## src/rtl/result_mem_arbiter.sv

```systemverilog
// -----------------------------------------------------------------------------
// result_mem_arbiter
//   Shares one single-port result SRAM between an ALU write port and a readout
//   read port. Requests are sampled on each rising edge; a granted command is
//   driven to the SRAM (and the matching grant pulsed) for exactly one cycle.
//   Contested requests alternate round-robin. Read data comes back through a
//   short pipeline: SRAM data is captured one cycle after the command, then
//   presented on rd_data with a one-cycle rd_valid pulse the cycle after that.
//
// Ports
//   clk, rst                    clock, asynchronous active-high reset
//   wr_req/wr_addr/wr_data      write request (held until wr_gnt)
//   wr_gnt                      one-cycle write grant pulse
//   rd_req/rd_addr              read request (held until rd_gnt)
//   rd_gnt                      one-cycle read grant pulse
//   rd_data/rd_valid            registered read result and its valid pulse
//   mem_cs_n/mem_web            SRAM chip select (active-low), write enable (0 = write)
//   mem_addr/mem_din/mem_dout   SRAM address, write data, read data
//   busy                        command or read return in flight
// -----------------------------------------------------------------------------
module result_mem_arbiter #(
  parameter int ADDR_W = 6,
  parameter int DATA_W = 16
) (
  input  logic              clk,
  input  logic              rst,
  input  logic              wr_req,
  input  logic [ADDR_W-1:0] wr_addr,
  input  logic [DATA_W-1:0] wr_data,
  output logic              wr_gnt,
  input  logic              rd_req,
  input  logic [ADDR_W-1:0] rd_addr,
  output logic              rd_gnt,
  output logic [DATA_W-1:0] rd_data,
  output logic              rd_valid,
  output logic              mem_cs_n,
  output logic              mem_web,
  output logic [ADDR_W-1:0] mem_addr,
  output logic [DATA_W-1:0] mem_din,
  input  logic [DATA_W-1:0] mem_dout,
  output logic              busy
);

  // Round-robin pointer: which requester wins the next contested cycle.
  typedef enum logic {
    PRI_WR = 1'b0,
    PRI_RD = 1'b1
  } pri_e;

  pri_e              pri_q, pri_d;
  logic              wr_gnt_q, wr_gnt_d;
  logic              rd_gnt_q, rd_gnt_d;
  logic              cs_n_q, cs_n_d;
  logic              web_q, web_d;
  logic [ADDR_W-1:0] addr_q, addr_d;
  logic [DATA_W-1:0] din_q, din_d;
  logic              rd_s1_q, rd_s1_d;
  logic              rd_s2_q, rd_s2_d;
  logic [DATA_W-1:0] cap_q, cap_d;
  logic              rd_valid_q, rd_valid_d;
  logic [DATA_W-1:0] rd_data_q, rd_data_d;

  logic wr_qual, rd_qual, grant_wr, grant_rd;

  // A requester whose grant is being pulsed right now is still holding its
  // request from before the grant, so it is not eligible at this edge.
  // rd_s1 marks the cycle in which mem_dout carries the read data; rd_s2 marks
  // the cycle in which that data sits in cap_q waiting to be presented.
  always_comb begin
    wr_qual  = wr_req & ~wr_gnt_q;
    rd_qual  = rd_req & ~rd_gnt_q;
    grant_wr = wr_qual & (~rd_qual | (pri_q == PRI_WR));
    grant_rd = rd_qual & ~grant_wr;

    wr_gnt_d = grant_wr;
    rd_gnt_d = grant_rd;
    cs_n_d   = ~(grant_wr | grant_rd);
    web_d    = ~grant_wr;
    addr_d   = addr_q;
    din_d    = din_q;
    pri_d    = pri_q;

    if (grant_wr) begin
      addr_d = wr_addr;
      din_d  = wr_data;
      pri_d  = PRI_RD;
    end else if (grant_rd) begin
      addr_d = rd_addr;
      pri_d  = PRI_WR;
    end

    rd_s1_d    = rd_gnt_q;
    rd_s2_d    = rd_s1_q;
    cap_d      = rd_s1_q ? mem_dout : cap_q;
    rd_valid_d = rd_s2_q;
    rd_data_d  = rd_s2_q ? cap_q : rd_data_q;
  end

  // Reset drops any in-flight read stages so no stale rd_valid can follow.
  always_ff @(posedge clk or posedge rst) begin
    if (rst) begin
      pri_q      <= PRI_WR;
      wr_gnt_q   <= 1'b0;
      rd_gnt_q   <= 1'b0;
      cs_n_q     <= 1'b1;
      web_q      <= 1'b1;
      addr_q     <= '0;
      din_q      <= '0;
      rd_s1_q    <= 1'b0;
      rd_s2_q    <= 1'b0;
      cap_q      <= '0;
      rd_valid_q <= 1'b0;
      rd_data_q  <= '0;
    end else begin
      pri_q      <= pri_d;
      wr_gnt_q   <= wr_gnt_d;
      rd_gnt_q   <= rd_gnt_d;
      cs_n_q     <= cs_n_d;
      web_q      <= web_d;
      addr_q     <= addr_d;
      din_q      <= din_d;
      rd_s1_q    <= rd_s1_d;
      rd_s2_q    <= rd_s2_d;
      cap_q      <= cap_d;
      rd_valid_q <= rd_valid_d;
      rd_data_q  <= rd_data_d;
    end
  end

  assign wr_gnt   = wr_gnt_q;
  assign rd_gnt   = rd_gnt_q;
  assign mem_cs_n = cs_n_q;
  assign mem_web  = web_q;
  assign mem_addr = addr_q;
  assign mem_din  = din_q;
  assign rd_valid = rd_valid_q;
  assign rd_data  = rd_data_q;
  assign busy     = ~cs_n_q | rd_s1_q | rd_s2_q | rd_valid_q;

endmodule

```

## config.mk

```make
export PLATFORM = sky130hd
export DESIGN_NAME = result_mem_arbiter
export DESIGN_NICKNAME = d
export VERILOG_FILES = /design/src/rtl/result_mem_arbiter.sv
export SDC_FILE = /design/constraint.sdc
export NUM_CORES = 1
export LEC_CHECK = 0
export ABC_AREA = 1
export CORE_MARGIN = 2
export CORE_UTILIZATION = 48
export CTS_BUF_LIST = sky130_fd_sc_hd__clkbuf_4 sky130_fd_sc_hd__clkbuf_8
export CTS_CLUSTER_SIZE = 30
export DETAILED_ROUTE_END_ITERATION = 8
export PLACE_DENSITY_LB_ADDON = 0.25
export REMOVE_ABC_BUFFERS = 1
export SLEW_MARGIN = 10
export SYNTH_ARGS = -nofsm -noshare
export SYNTH_HDL_FRONTEND = slang
export SYNTH_SLANG_ARGS = --single-unit
```

## constraint.sdc

```tcl
create_clock -name clk -period 5.09 [get_ports clk]
set_clock_uncertainty 0.1 [all_clocks]
set_input_delay 1.2725 -clock clk [delete_from_list [all_inputs] [get_ports clk]]
set_output_delay 1.2725 -clock clk [all_outputs]
set_load 0.02 [all_outputs]
```

### After elaboration in Yosys (flattened, before gate mapping)

Index checks and enable logic that the tools add are counted.
W data, S select, Z words.

| word-level totals | value |
|---|---|
| flip-flop bits (word level) | 62 |
| output and inout bits | 44 |
| word-level logic and storage cells | 33 |

| cells by class | value |
|---|---|
| muxes and demuxes | 4 |
| bitwise operators | 16 |
| reduce and logical (&&, ||, !) cells | 1 |

Operator list:

| cell | number |
|---|---|
| $mux W6 | 2 |
| $not A1 Y1 | 7 |
| $or A1 B1 Y1 | 5 |
| $and A1 B1 Y1 | 4 |
| $mux W1 | 2 |
| $reduce_bool A2 Y1 | 1 |

### Logic depth before layout (Yosys ltp)

Gate-level depths: netlist of run 1.

| depth | value |
|---|---|
| depth after elaboration | 9 |
| mapped depth | 7 |
| mapped depth without buffers | 6 |

### Worst setup path before layout of run 1

No wires, ideal clock.

| timing path | value |
|---|---|
| path kind | reg2out |
| start | register rd_s2_q |
| end | output busy |
| arrival time | 1000 ps |
| path slack | 2717 ps |
| stages on the path, launching flop included | 5 |
| buffers on the path | 2 |
| cell sequence | dfrtp_1 inv_1 buf_2 buf_2 nand3_1 |

| on the way | value |
|---|---|
| cells in the longest elaborated chain, start to end | 2 |

RTL lines:

| what | RTL line | text |
|---|---|---|
| start, declared | 58 | `logic rd_s2_q, rd_s2_d;` |
| start signal, assigned | 123 | `rd_s2_q <= rd_s2_d;` |
| $or A1 B1 Y1 (2 in a row) | 138 | `assign busy = ~cs_n_q \| rd_s1_q \| rd_s2_q \| rd_valid_q;` |
| end, declared | 41 | `output logic busy` |

Every way passes these cells.

### Worst setup path after layout of run 1

Same ends and word-level chain as after synthesis.

==> results of run 1 <==
-- path summary, 6_finish.rpt --
path                         start  depth (start not counted)  slack, ns     endpoint
setup / recovery           rd_s2_q                          3       1.69         busy
hold / removal              rd_gnt                          0       0.31      rd_s1_q
setup reg to reg            rd_gnt                          6       3.60   mem_din[1]
hold reg to reg             rd_gnt                          0       0.31      rd_s1_q
max in group asynchronous      rst                          3       2.79    cap_q[11]
min in group asynchronous      rst                          2       1.32  rd_data[10]
-- cells by family after synthesis --
group	share of synthesized area
flops	0.648
simple gates	0.235
buf+inv	0.0647
compound gates	0.0522
-- state kept, by name (all words and copies together) (netlist names), 6 cells and up --
signal and cells:
mem_din 16, rd_data 16, cap_q 16, mem_addr 6
-- routing by layer --
| metal | track usage | vias to the layer above |
|---|---|---|
| li1 | - | 980 |
| met1 | 0.259 | 911 |
| met2 | 0.301 | 82 |
| met3 | 0.0884 | 14 |
| met4 | 0.115 | 0 |
| met5 | 0 | - |
-- cell usage after synthesis --
cell type / number / area, um^2
nand2_1: 110 / 413
dfrtp_1: 60 / 1500
inv_1: 26 / 97.6
o21ai_0: 25 / 125
nand3_1: 19 / 95.1
clkbuf_1: 4 / 15.0
buf_2: 2 / 10.0
buf_4: 2 / 15.0
dfstp_2: 2 / 52.6
nor2_1: 2 / 7.51
buf_6: 1 / 11.3
inv_4: 1 / 6.26
nand2_2: 1 / 6.26
nand2_4: 1 / 11.3
nand3_2: 1 / 10.0
nor2_8: 1 / 20.0
-- final cells by class --
cell class | count | share of cell area
Multi-Input combinational cell | 160 | 0.192
Clock inverter | 3 | 0.0181
Inverter | 27 | 0.0290
Timing Repair Buffer | 92 | 0.256
Sequential cell | 62 | 0.433
Tap cell | 67 | 0.0234
Clock buffer | 13 | 0.0482
-- power by group --
part	internal [uW]	switching, uW	total (uW)
registers	631	77.9	709
clock network	321	179	500
logic	262	293	555
total	1210	550	1760
-- stage by stage --
step | setup slack [ns] | instances | utilization
after floorplan | 2.18 | 249 | -
after global placement | 2.05 | 408 | 0.704
after detailed placement | 2.05 | 408 | 0.704
after CTS | 1.67 | 424 | 0.754
after global routing | 1.51 | 424 | 0.754
final | 1.69 | 424 | 0.754
==> results.sh, run 1 <==
export IMPL_ys_seq_area_frac=0.648
export IMPL_worstPathCellList="inv_1 -> nand3_1 -> clkdlybuf4s50_1"
export IMPL_holdWs_ns=0.312
export IMPL_p_per_area_nw_per_um2=492
export IMPL_cts_made_buffers=9
export IMPL_clkTransAtPathRegs_ns=0.07
export IMPL_cts_tree="done"
export IMPL_synthCells=258
export IMPL_vdd_drop_max_v=0.000310
export IMPL_numPortBuffers=91
export IMPL_die_area_um2=5580
export IMPL_fillers=349
export IMPL_critPathTopFamily="buffers and inverters"
export IMPL_ios=92
export IMPL_post_cts_buffers=0
export IMPL_htreeDepth=3
export IMPL_routedLengthMet1_um=2230
export IMPL_fin_crit_ns=3.40
export IMPL_routed_wl_um=5150
export IMPL_drv_cap=0
export IMPL_antenna_found_initial=0
export IMPL_start_util=0.504
export IMPL_cts_hold_buf=0
export IMPL_grt_usage=0.206
export IMPL_worst_pin_slew_ns=0.777
export IMPL_cpMaxStageDelayCell="clkdlybuf4s50_1"
export IMPL_syn_avg_cell_area_um2=9.29
export IMPL_area_delta_synth_final_pct=49.6
export IMPL_rows=25
export IMPL_drc=0
export IMPL_wl_met2_um=2320
export IMPL_power_uw=1760
export IMPL_final_area_um2=3590
export IMPL_rsz0062_at_grt="false"
export IMPL_slew_violations=0
export IMPL_yosysUniqueCellTypes=16
export IMPL_regArea_um2=1550
export IMPL_met3_wirelength_um=483
export IMPL_grt_max_degree=40
export IMPL_vias=1987
export IMPL_die_w_um=74.7
export IMPL_place_hpwl_um=3490
export IMPL_hp_class="reg -> reg"
export IMPL_hold_viol_final=0
export IMPL_cp_required_ns=3.72
export IMPL_synth_ff_latch_count=62
export IMPL_postRouteAntennaNets=0
export IMPL_via_per_inst=4.69
export IMPL_routed_top_layer="met4"
export IMPL_core_area_um2=4750
export IMPL_final_period_utilization=0.667
export IMPL_cts_max_path_buffers=2
export IMPL_cp_max_fo=29
export IMPL_dpl_cell_area_um2=3350
export IMPL_setup_viol=0
export IMPL_status="finished, final reports clean"
export IMPL_synth_warnings=0
export IMPL_multi_input_area_um2=688
export IMPL_crit_buf_inv=2
export IMPL_endpoint_kind="primary output"
export IMPL_gp_congestion=0.786
export IMPL_overflow=0
export IMPL_slew_headroom=0.482
export IMPL_layout_commonest_cell="nand2_1"
export IMPL_fp_dieH_um=74.7
export IMPL_wire_per_inst_um=12.2
export IMPL_drt_iter0_markers=53
export IMPL_cp_start_kind="register"
export IMPL_grt_first_pass_wirelength_um=8450
export IMPL_clkLatencyLatePin_ns=0.33
export IMPL_drt_pass1_iterations=5
export IMPL_tns_ns=0
export IMPL_cts_root_buffer_cell="clkbuf_8"
export IMPL_drive_gt1_frac=0.0700
export IMPL_most_common_layout_cells="nand2_1 (110), clkdlybuf4s50_1 (91), dfrtp_1 (60)"
export IMPL_cts_resized=0
export IMPL_max_stage_delay_ns=0.57
export IMPL_power_leakage_uw=0.00175
export IMPL_nNetsFinal=400
export IMPL_cts_num_sinks=62
export IMPL_grt_pass1_vias=1916
export IMPL_arrival_ns=2.02
export IMPL_syn_area_um2=2400
export IMPL_timing_worst_setup_path_type="reg -> out"
export IMPL_clock_fmax_mhz=295
export IMPL_n_antenna_cell=0
No activity file was read; power rests on OpenSTA's default activity.
==> inputs of run 2 (changes only) <==
Settings changed: CORE_UTILIZATION 48 to 45.
Clock period 5.09 ns to 3.3 ns, I/O delays scaled along.
==> results.sh, run 2 (same netlist as run 1, synthesis figures left out) <==
export IMPL_status="finished, final reports clean"
export IMPL_nNetsFinal=402
export IMPL_reg2reg_slack_ns=1.84
export IMPL_cts_root_buffer_cell="clkbuf_8"
export IMPL_post_cts_buffers=0
export IMPL_worstPathCellList="buf_4 -> nor2_1 -> nand3_1 -> clkdlybuf4s50_1"
export IMPL_drive_gt1_frac=0.0752
export IMPL_clkLatencyLatePin_ns=0.33
export IMPL_area_delta_synth_final_pct=48.9
export IMPL_drc=0
export IMPL_most_common_layout_cells="nand2_1 (110), clkdlybuf4s50_1 (91), dfrtp_1 (60)"
export IMPL_pre_cts_slack_ns=0.981
export IMPL_core_area_um2=5140
export IMPL_cp_depth=4
export IMPL_r2r_end="mem_din[6]"
export IMPL_power_leakage_uw=0.00174
export IMPL_vias=1974
export IMPL_start_util=0.466
export IMPL_die_w_um=77.0
export IMPL_n_antenna_cell=0
export IMPL_hold_viol_final=0
export IMPL_drv_cap=0
export IMPL_routed_wl_um=5270
export IMPL_fp_dieH_um=77.0
export IMPL_numPortBuffers=91
export IMPL_max_stage_delay_ns=0.60
export IMPL_drt_iter0_markers=98
export IMPL_ios=92
export IMPL_hp_class="reg -> reg"
export IMPL_cp_start_kind="register"
export IMPL_fin_crit_ns=2.59
export IMPL_critPathTopFamily="buffers and inverters"
export IMPL_dp_cells=413
export IMPL_postRouteAntennaNets=0
export IMPL_fillers=444
export IMPL_p_per_area_nw_per_um2=720
export IMPL_cpMaxStageDelayCell="clkdlybuf4s50_1"
export IMPL_cts_num_sinks=62
export IMPL_tns_ns=0
export IMPL_dpl_cell_area_um2=3380
export IMPL_via_per_inst=4.60
export IMPL_cts_hold_buf=0
export IMPL_arrival_ns=1.67
export IMPL_grt_max_degree=37
export IMPL_grt_first_pass_wirelength_um=9150
export IMPL_fin_cells=429
export IMPL_drt_pass1_iterations=4
export IMPL_final_area_um2=3570
export IMPL_layout_commonest_cell="nand2_1"
export IMPL_cts_resized=0
export IMPL_place_hpwl_um=3660
export IMPL_clock_fmax_mhz=386
export IMPL_holdPathEnd="rd_s1_q"
export IMPL_hold_depth=0
export IMPL_gp_congestion=0.750
export IMPL_htreeDepth=3
export IMPL_vdd_drop_max_v=0.000528
export IMPL_cp_required_ns=2.37
export IMPL_holdWs_ns=0.337
export IMPL_r2r_cells=6
export IMPL_overflow=0
export IMPL_grt_usage=0.196
export IMPL_antenna_found_initial=0
export IMPL_timing_worst_setup_path_type="reg -> out"
export IMPL_cp_max_fo=31
export IMPL_hold_start="rd_gnt"
export IMPL_r2r_start="rd_gnt"
export IMPL_slew_headroom=0.618
export IMPL_rsz0062_at_grt="false"
export IMPL_rows=26
export IMPL_cts_max_path_buffers=2
export IMPL_wire_per_inst_um=12.3
export IMPL_worst_pin_slew_ns=0.572
export IMPL_die_area_um2=5930
export IMPL_slew_violations=0
export IMPL_endpoint_kind="primary output"
export IMPL_final_period_utilization=0.786
export IMPL_crit_buf_inv=2
export IMPL_setup_viol=0
export IMPL_grt_pass1_vias=1988
export IMPL_setup_ws_ns=0.707
export IMPL_cts_tree="done"
export IMPL_clkTransAtPathRegs_ns=0.06
export IMPL_cts_made_buffers=9
run 2: cell count changes in the layout (fill, tap and decap cells not counted):
cell | before | now
clkinv_2 | 1 | 2
buf_4 | 1 | 2
bufinv_16 | 2 | 0
clkinvlp_4 | 0 | 1
buf_12 | 0 | 1
run 2: final cells by class:
type,instances,area [um^2],area share
clock buffers,13,173,0.0484
multi-input cells,160,688,0.193
repair buffers,94,946,0.265
clock inverters,3,17.5,0.00491
flip-flops and latches,62,1550,0.435
well taps,70,87.6,0.0245
inverters,27,104,0.0291
run 2: routing by layer:
layer | vias to the layer above | track usage | part of all wire
li1 | 983 | - | -
met2 | 65 | 0.330 | 0.51
met4 | 0 | 0.0857 | 0.012
met5 | - | 0 | 0
met1 | 919 | 0.243 | 0.42
met3 | 7 | 0.0459 | 0.056
run 2: worst max-delay path by stage:
stage,start,to,slack [ns]
final,rd_s1_q,busy,0.71
after global routing,rd_s1_q,busy,0.62
after CTS,rd_s1_q,busy,0.69
after detailed placement,rd_req,mem_din[5],0.98
after global placement,rd_req,mem_din[6],1.01
after floorplan,rst,cap_q[0],0.84
run 2: through the flow:
step           power [uW]  utilization
2_1_floorplan        1520            -
3_3_place_gp         1950        0.657
3_5_place_dp         1980        0.657
4_1_cts              2600        0.694
5_1_grt              2730        0.694
6_report             2570        0.694
run 2: power by group:
group	internal, uW	switching (uW)
sequential	973	112
clock	340	273
combinational	410	464
total	1720	849
==> inputs of run 3 (changes only) <==
Settings changed: CORE_UTILIZATION 45 to 41.
Clock period 3.3 ns to 2.15 ns, I/O delays scaled along.
==> results.sh, run 3 (same netlist as run 1, synthesis figures left out) <==
export IMPL_status="finished, final reports clean"
export IMPL_grt_first_pass_wirelength_um=8470
export IMPL_r2r_end="mem_din[2]"
export IMPL_cts_made_buffers=9
export IMPL_final_core_util=0.641
export IMPL_vias=1943
export IMPL_hold_viol_final=0
export IMPL_cts_max_path_buffers=2
export IMPL_cts_tree="done"
export IMPL_grt_pass1_vias=1850
export IMPL_gp_congestion=0.772
export IMPL_met3_wirelength_um=302
export IMPL_holdWs_ns=0.337
export IMPL_cp_max_fo=1
export IMPL_rsz0062_at_grt="false"
export IMPL_grt_max_degree=63
export IMPL_vdd_drop_max_v=0.000585
export IMPL_postRouteAntennaNets=0
export IMPL_cp_startpoint="mem_web"
export IMPL_ios=92
export IMPL_drt_pass1_iterations=4
export IMPL_final_period_utilization=0.969
export IMPL_start_util=0.430
export IMPL_antenna_found_initial=0
export IMPL_timing_worst_setup_path_type="reg -> out"
export IMPL_htreeDepth=3
export IMPL_drv_cap=0
export IMPL_clkLatencyLatePin_ns=0.32
export IMPL_fp_dieH_um=80.5
export IMPL_cts_root_buffer_cell="clkbuf_8"
export IMPL_rows=27
export IMPL_hp_class="reg -> reg"
export IMPL_crit_buf_inv=1
export IMPL_drive_gt1_frac=0.0752
export IMPL_n_antenna_cell=0
export IMPL_power_leakage_uw=0.00174
export IMPL_wire_per_inst_um=12.2
export IMPL_drc=0
export IMPL_die_area_um2=6470
export IMPL_endpoint_kind="primary output"
export IMPL_via_per_inst=4.51
export IMPL_routed_wl_um=5260
export IMPL_tns_ns=0
export IMPL_cpMaxStageDelayCell="clkdlybuf4s50_1"
export IMPL_r2r_cells=6
export IMPL_core_area_um2=5570
export IMPL_drt_iter0_markers=54
export IMPL_cts_resized=1
export IMPL_pre_cts_slack_ns=0.109
export IMPL_cp_required_ns=1.51
export IMPL_cts_num_sinks=62
export IMPL_holdPathEnd="rd_s1_q"
export IMPL_most_common_layout_cells="nand2_1 (110), clkdlybuf4s50_1 (90), dfrtp_1 (60)"
export IMPL_die_w_um=80.5
export IMPL_wl_met2_um=2470
export IMPL_worst_pin_slew_ns=0.324
export IMPL_overflow=0
export IMPL_max_stage_delay_ns=0.62
export IMPL_cts_hold_buf=0
export IMPL_slew_headroom=0.784
export IMPL_grt_usage=0.172
export IMPL_p_per_area_nw_per_um2=1110
export IMPL_hold_depth=0
export IMPL_routed_top_layer="met4"
export IMPL_cp_start_kind="register"
export IMPL_critPathTopFamily="buffers and inverters"
export IMPL_fin_crit_ns=2.08
export IMPL_arrival_ns=1.45
export IMPL_numPortBuffers=91
export IMPL_area_delta_synth_final_pct=49.0
export IMPL_routedLengthMet1_um=2430
export IMPL_place_hpwl_um=3530
export IMPL_setup_ws_ns=0.0674
export IMPL_nNetsFinal=402
export IMPL_worstPathCellList="clkdlybuf4s50_1"
export IMPL_layout_commonest_cell="nand2_1"
export IMPL_reg2reg_slack_ns=0.68
export IMPL_hold_start="rd_gnt"
export IMPL_r2r_start="rd_gnt"
export IMPL_slew_violations=0
export IMPL_clock_fmax_mhz=480
export IMPL_setup_viol=0
export IMPL_clkTransAtPathRegs_ns=0.06
export IMPL_post_cts_buffers=0
## run 3: cell count changes in the layout (fill, tap and decap cells not counted), sizes merged
cell and delta:
dlygate4sd2 +1, clkdlybuf4s50 -1
## run 3: how the worst max path moves through the flow
stage | endpoint | slack, ns | cells past startpoint
after floorplan | cap_q[0] | -0.03 | 1
after global placement | rd_gnt | 0.19 | 6
after detailed placement | mem_din[4] | 0.11 | 6
after CTS | mem_web | 0.04 | 1
after global routing | mem_web | 0.02 | 1
final | mem_web | 0.07 | 1
## run 3: per-stage QoR
step | cell area, um^2 | cells | power (uW)
finish | 3570 | 431 | 3950
CTS | 3570 | 431 | 4000
floorplan | 2350 | 249 | 2330
global placement | 3380 | 415 | 3000
detailed placement | 3380 | 415 | 3040
global route | 3570 | 431 | 4190
## run 3: power by group
part / internal, uW / switching [uW] / total (uW)
logic: 627 / 710 / 1340
clock network: 522 / 419 / 941
registers: 1490 / 175 / 1670
total: 2640 / 1300 / 3950
## run 3: area by class of cell
| class | count | area, um^2 |
|---|---|---|
| clock buffer | 13 | 173 |
| clock inverter | 3 | 17.5 |
| fill | 504 | 2000 |
| inverter | 27 | 104 |
| multi-input combinational | 160 | 688 |
| sequential | 62 | 1550 |
| tap | 72 | 90.1 |
| timing repair buffer | 94 | 945 |
## run 3: layer usage
layer / global-route usage / up-vias
met5: 0 / -
li1: - / 982
met3: 0.0517 / 5
met4: 0.0763 / 0
met1: 0.219 / 900
met2: 0.273 / 56
